<file path="src/rtl/cache_policy_controller_pkg.sv">
// cache_policy_controller_pkg: shared types for the cache policy controller
package cache_policy_controller_pkg;
  typedef enum logic [1:0] {LOAD, STORE, CLFLUSH} mem_op_e;
  typedef enum logic {WP_WRITEBACK, WP_WRITETHROUGH} write_policy_e;
  typedef enum logic [2:0] {ST_IDLE, ST_WRITEBACK, ST_ALLOCATE, ST_FLUSH, ST_WT_STORE} cache_ctrl_state_e;
  typedef struct packed {
    logic perform_write;
    logic set_selected_dirty_bit;
    logic clear_selected_dirty_bit;
    logic clear_selected_valid_bit;
    logic finish_new_line_install;
    logic set_hmem_block_address;
    logic use_victim_tag_for_hmem_block_address;
    logic process_lru_counters;
    logic miss_recovery_mode;
    logic count_hit;
    logic count_miss;
    logic count_read;
    logic count_write;
    logic count_writeback;
    logic hmem_single_word;
  } cache_strobes_t;
  function automatic bit is_pow2(int n);
    return n >= 2 && (n & (n - 1)) == 0;
  endfunction
endpackage

</file>
<file path="src/rtl/cache_policy_controller_block_beat_counter.sv">
// block_beat_counter: walks the word index of a multi-beat hmem burst
module block_beat_counter #(
  parameter int WORDS_PER_BLOCK = 4
) (
  input  logic clk,
  input  logic rst,
  input  logic clear,
  input  logic advance,
  output logic [$clog2(WORDS_PER_BLOCK)-1:0] index,
  output logic last
);
  localparam int IW = $clog2(WORDS_PER_BLOCK);
  assign last = advance && index == IW'(WORDS_PER_BLOCK - 1);
  // step one word per accepted beat; power-of-two size makes the wrap natural
  always_ff @(posedge clk)
    if (rst || clear) index <= '0;
    else if (advance) index <= index + 1'b1;
endmodule

</file>
<file path="src/rtl/cache_policy_controller.sv">
// cache_policy_controller: cache FSM with selectable write policy, allocation and beat counter
module cache_policy_controller
  import cache_policy_controller_pkg::*;
#(
  parameter int            WORDS_PER_BLOCK = 4,
  parameter write_policy_e WRITE_POLICY    = WP_WRITEBACK,
  parameter int            WRITE_ALLOCATE  = 1
) (
  input  logic                               clk,
  input  logic                               reset,
  input  logic                               req_valid,
  input  mem_op_e                            req_operation,
  output logic                               req_fulfilled,
  output logic                               hmem_req_valid,
  output mem_op_e                            hmem_req_operation,
  input  logic                               hmem_req_fulfilled,
  input  logic                               valid_block_match,
  input  logic                               valid_dirty_bit,
  output logic [$clog2(WORDS_PER_BLOCK)-1:0] word_index,
  output cache_strobes_t                     strobes
);
  if (!is_pow2(WORDS_PER_BLOCK)) begin : g_bad_words
    $error("WORDS_PER_BLOCK must be a power of two >= 2");
  end
  cache_ctrl_state_e state, next;
  logic replay, last, idle, leave, hit_acc, store_op, alloc_done;
  assign idle       = state == ST_IDLE;
  assign leave      = idle && next != ST_IDLE;
  assign store_op   = req_operation == STORE;
  assign hit_acc    = idle && req_valid && valid_block_match && req_operation != CLFLUSH;
  assign alloc_done = last && state == ST_ALLOCATE;
  block_beat_counter #(.WORDS_PER_BLOCK(WORDS_PER_BLOCK)) u_beats (
    .clk(clk), .rst(reset), .clear(idle), .advance(hmem_req_fulfilled), .index(word_index), .last(last)
  );
  // state register and replay flag marking the re-evaluation after a line install
  always_ff @(posedge clk)
    if (reset) begin
      state  <= ST_IDLE;
      replay <= 1'b0;
    end else begin
      state  <= next;
      replay <= req_fulfilled ? 1'b0 : alloc_done ? 1'b1 : replay;
    end
  // next-state decision: request decode in IDLE, burst completion elsewhere
  always_comb begin
    next = state;
    case (state)
      ST_IDLE: if (req_valid) begin
        if (req_operation == CLFLUSH) next = valid_block_match && valid_dirty_bit ? ST_FLUSH : ST_IDLE;
        else if (valid_block_match) next = store_op && WRITE_POLICY == WP_WRITETHROUGH ? ST_WT_STORE : ST_IDLE;
        else if (store_op && WRITE_ALLOCATE == 0) next = ST_WT_STORE;
        else next = valid_dirty_bit ? ST_WRITEBACK : ST_ALLOCATE;
      end
      ST_WRITEBACK: next = last ? ST_ALLOCATE : state;
      ST_ALLOCATE, ST_FLUSH: next = last ? ST_IDLE : state;
      ST_WT_STORE: next = hmem_req_fulfilled ? ST_IDLE : state;
      default: next = cache_ctrl_state_e'('x);
    endcase
  end
  // datapath strobes, hmem request and requester completion
  always_comb begin
    strobes = '0;
    strobes.perform_write = state == ST_ALLOCATE || (hit_acc && store_op);
    strobes.set_selected_dirty_bit = hit_acc && store_op && WRITE_POLICY == WP_WRITEBACK;
    strobes.clear_selected_dirty_bit = last && (state == ST_WRITEBACK || state == ST_ALLOCATE || state == ST_FLUSH);
    strobes.clear_selected_valid_bit = (last && (state == ST_WRITEBACK || state == ST_FLUSH)) ||
      (idle && req_valid && req_operation == CLFLUSH && valid_block_match && !valid_dirty_bit);
    strobes.finish_new_line_install = alloc_done;
    strobes.set_hmem_block_address = leave || (last && state == ST_WRITEBACK);
    strobes.use_victim_tag_for_hmem_block_address = leave && (next == ST_WRITEBACK || next == ST_FLUSH);
    strobes.process_lru_counters = hit_acc || alloc_done;
    strobes.miss_recovery_mode = !idle || (leave && !valid_block_match);
    strobes.count_hit = hit_acc && !replay;
    strobes.count_miss = leave && !valid_block_match;
    strobes.count_read = hit_acc && req_operation == LOAD;
    strobes.count_write = (hit_acc && store_op) || (leave && !valid_block_match && next == ST_WT_STORE);
    strobes.count_writeback = leave && next == ST_WRITEBACK;
    strobes.hmem_single_word = state == ST_WT_STORE;
    req_fulfilled = (idle && req_valid && next == ST_IDLE) || (last && state == ST_FLUSH) ||
      (state == ST_WT_STORE && hmem_req_fulfilled);
    hmem_req_valid = !idle;
    hmem_req_operation = idle || state == ST_ALLOCATE ? LOAD : STORE;
    if (!(state inside {ST_IDLE, ST_WRITEBACK, ST_ALLOCATE, ST_FLUSH, ST_WT_STORE})) begin
      strobes = 'x;
      req_fulfilled = 1'bx;
      hmem_req_valid = 1'bx;
      hmem_req_operation = mem_op_e'('x);
    end
    if (reset) begin
      strobes = '0;
      req_fulfilled = 1'b0;
    end
  end
  a_req_held: assert property (@(posedge clk) disable iff (reset) state != ST_IDLE |-> req_valid);
endmodule

</file>
<file path="config.mk">
export PLATFORM = sky130hd
export DESIGN_NAME = cache_policy_controller
export DESIGN_NICKNAME = d
export VERILOG_FILES = /design/src/rtl/cache_policy_controller_pkg.sv /design/src/rtl/cache_policy_controller_block_beat_counter.sv /design/src/rtl/cache_policy_controller.sv
export SDC_FILE = /design/constraint.sdc
export NUM_CORES = 1
export LEC_CHECK = 0
export ABC_AREA = 1
export CAP_MARGIN = 20
export CORE_MARGIN = 3
export CORE_UTILIZATION = 29
export CTS_BUF_LIST = sky130_fd_sc_hd__clkbuf_8
export CTS_CLUSTER_SIZE = 20
export DETAILED_ROUTE_END_ITERATION = 6
export PLACE_DENSITY_LB_ADDON = 0.12
export SYNTH_ARGS = -nofsm -noshare
export SYNTH_HDL_FRONTEND = slang
export SYNTH_SLANG_ARGS = --single-unit
</file>
<file path="constraint.sdc">
create_clock -name clk -period 1.44 [get_ports clk]
set_clock_uncertainty 0.2 [all_clocks]
set_input_delay 0.216 -clock clk [delete_from_list [all_inputs] [get_ports clk]]
set_output_delay 0.216 -clock clk [all_outputs]
set_load 0.01 [all_outputs]
</file>
==> impl_summary.md <==
Synth
The most common cell in the synthesized netlist is nor2_1. The synthesis warning total is 0. The share of synthesized flip-flops with an asynchronous set or reset is 0%. The synthesized net count is 98. In this run, synthesis inferred 0 flip-flops with an integrated enable. By count the netlist is led by nor2_1, inv_1, nand2_1.

After synthesis, the netlist uses 24 different library cells. Dividing the synthesized area by the synthesized cell count gives between 6 and 7 sq um. After synthesis, the largest area contributor takes up between 20 and 25% of total cell area.

The most common flop cell mapped by yosys is dfxtp_1. After technology mapping, the gate count stands at slightly below 90. Yosys attributes the largest share of cell area to dfxtp_1, nor2_1, inv_1, nand2_1, nor2_4. Counting flops and latches in the post-synthesis netlist gives 6. After synthesis, flip-flops and latches occupy about 22% of the total area. The most area-hungry cell type in the Yosys netlist is dfxtp_1.

In this run the cell area of the synthesized design comes to ~560 sq um.

Placement
The total of buffers placed on input and output ports is 27. Routability-driven placement finished with a final weighted congestion of ~0.8. The post-placement worst setup slack is -1.10 ns. Detailed placement ended at an HPWL of ~1500 microns. After detailed placement, the design holds a cell count of between 150 and 200.

Timing
Setup violations remaining at the end of the flow were counted as 19. The final critical-path setup slack is -0.503 ns. The number of failing hold endpoints at the final stage is 0. After layout, the worst path uses 135% of the clock period. Setup repair after global routing could not meet its margin everywhere.

The maximum clock frequency is between 500 and 600 MHz. The final count of pins violating max slew is 0. Subtracting the final worst setup slack from the clock period gives 1.94 ns.

Worst setup path
The source of the worst register-to-register timing path is u_beats.index[0]. The cell depth of the worst flop-to-flop path is 10. The critical setup path kind is reg2out. The kind of end point of the critical path is a primary output. The launching element of the worst setup path is u_beats.index[0]. The data arrival time at the worst-slack endpoint is about 1.5 ns.

The launching element type of the critical path is a register. Of all nets on the critical path, the largest fanout is 3. The required time at the worst-slack endpoint is ~1 ns.

Floorplanning
The die area is 2490 sq um. In this run the vertical extent of the chip is between 40 and 50 microns. The total I/O pin count is 29.

The effective utilization at floorplan is about a third. The die outline width is roughly 50 microns. After floorplanning, the core was sized to cover about 1800 sq um.

The initialized floorplan defines 15 standard-cell rows.

Route
The highest routing layer actually used is met4. The mean routed wirelength per cell is ~13 microns. The routed design uses between 1000 and 1500 microns of met2 wire. The detailed router put a total of 890 microns of wire on met1. For this block, the routed nets add up to about 2300 microns of wire. The first-pass detailed-route iteration total is 5. The count of unresolved DRC violations after routing is 0.

Dividing the detail-routed via count by the number of cells gives ~4.6. The amount of wire on met3 after detailed routing is between 70 and 80 microns. The final route contains ~830 vias. In this run the remaining antenna-violating nets after routing total 0. In this run, the number of DRC markers left after iteration 0 of detailed routing was 12.

Clock network
The CTS tree is yes. The clock sink count is 6. Clock-pin slew was measured on the worst setup and hold paths at around 0.040 ns. The number of buffers added by the clock tree synthesis step is 3. In this run, post-CTS hold repair placed 0 buffers. The deepest level of the CTS H-tree is 1.

The buffer depth of the longest clock path is 2. At the later pin of the worst-skew pair, clock insertion delay measures about 0.22 ns. The tree is rooted in a clkbuf_8.

Layout
Counting the fill cells in the layout gives 126. The layout net count is between 150 and 200. Relative to the synthesized area, the layout overhead comes to 158%. After the flow finishes, the layout carries non-filler instances totaling 182.

The repair_antennas step left the layout with diodes totalling 0. The share of final-layout standard cells stronger than drive strength 1 is 74.5%.

GRT
The total overflow left after global routing is 0. The first global-routing pass estimated 3890 microns of wire. The initial antenna violation count was 0. Entering global routing, the biggest net connects 7 pins. The number of global-route vias before repair came to between 800 and 900.

For this run, the total global-route usage over all layers was measured as between 20% and 30%.

Worst hold path
The path class of the tightest hold or removal check is in2reg. Along the worst hold path, the cell count comes to 3. The worst min-delay path startpoint is hmem_req_fulfilled.

Power and ir drop
The worst voltage drop across the vdd grid is approximately 0.36 mV. The analysis attributes to cell leakage a power of ~0.7 nW. Total power for the finished layout comes to ~0.84 mW. The cell area power density is roughly 580 nW/um^2.

Outcome
The final reports fail on negative setup slack. The run finished, with violations left.

Run
The number of violations of the max-capacitance limit is 0.
## stage by stage
| stage | cell area (sq um) | utilization, % | hold WS, ns | TNS [ns] |
|---|---|---|---|---|
| global route | 1440 | 81.7 | 0.351 | -8.22 |
| CTS | 1370 | 77.4 | 0.332 | -6.94 |
| floorplan | 676 | - | 0.0928 | -0.838 |
| finish | 1440 | 81.7 | 0.331 | -6.77 |
| detailed placement | 1190 | 67.5 | 0.373 | -15.60 |
| global placement | 1190 | 67.5 | 0.361 | -15.22 |
## sequential cells by signal, summed over array words and instances, names as in the netlist
register and cells:
replay 1, u_beats.index 2, state 3
## critical path, cell delays in order (launching register included)
cell and delay (ns):
dfxtp_4 0.35, ha_4 0.14, nand2_4 0.06, nor2_4 0.14
nand2_4 0.07, nand2_4 0.09, nor2_4 0.06, nand2_4 0.07
nand2_4 0.08, o21ai_4 0.13, buf_6 0.11
## path summary, 6_finish.rpt
| check | end | slack, ns |
|---|---|---|
| worst min register to register | replay | 0.40 |
| worst max register to register | replay | -0.06 |
| worst max-delay path | strobes[6] | -0.50 |
| worst min-delay path | state[2] | 0.33 |
## per-layer routing
layer	global-route usage (%)	vias up
met1	22.6	391
met4	9.22	0
met3	3.32	6
met5	0	-
li1	-	416
met2	37.2	21
## logic make-up (layout without fill, tap and decap cells)
group	count (synthesis)	in the layout	synth area share, %
AOI/OAI and AO/OA	13	13	13.9
xor gates and xnor gates	1	1	1.57
adders and majority gates	1	1	2.24
buffers and inverters	16	84	11.4
DFF	6	6	21.5
other	1	1	0.672
and+or+nand+nor	51	51	48.7
## placed cells by master (no fill, tap or decap), types with 3 or more instances in the layout
cell	instances
buf_6	19
nor2_1	6
o21ai_2	3
nand2_1	6
buf_2	11
dfxtp_4	3
nand2_4	8
nand3_4	3
nor2_2	6
dlygate4sd2_1	8
nor2_4	11
inv_2	4
nand2_2	5
inv_1	10
buf_4	27
clkbuf_8	3
## report_power, final
group / switching, mW / internal [mW] / total (mW)
registers: 0.00780 / 0.171 / 0.179
logic: 0.208 / 0.196 / 0.404
clock network: 0.0761 / 0.183 / 0.260
total: 0.292 / 0.551 / 0.842
## repair_timing
item / CTS / global route
resized for setup: 122 / 25
pin swaps: 19 / 12
setup endpoints to repair: 22 / 22
setup buffers: 11 / 5
## cell type report
cell class              instances  area (sq um)  area share [%]
clock buffers                   3          41.3            2.86
clock inverters                 1          3.75           0.260
inverters                      14          55.1            3.82
multi-input cells              67           624            43.3
flip-flops and latches          6           134            9.29
well taps                      25          31.3            2.17
repair buffers                 66           552            38.3
(Power assumes the default switching activity.)
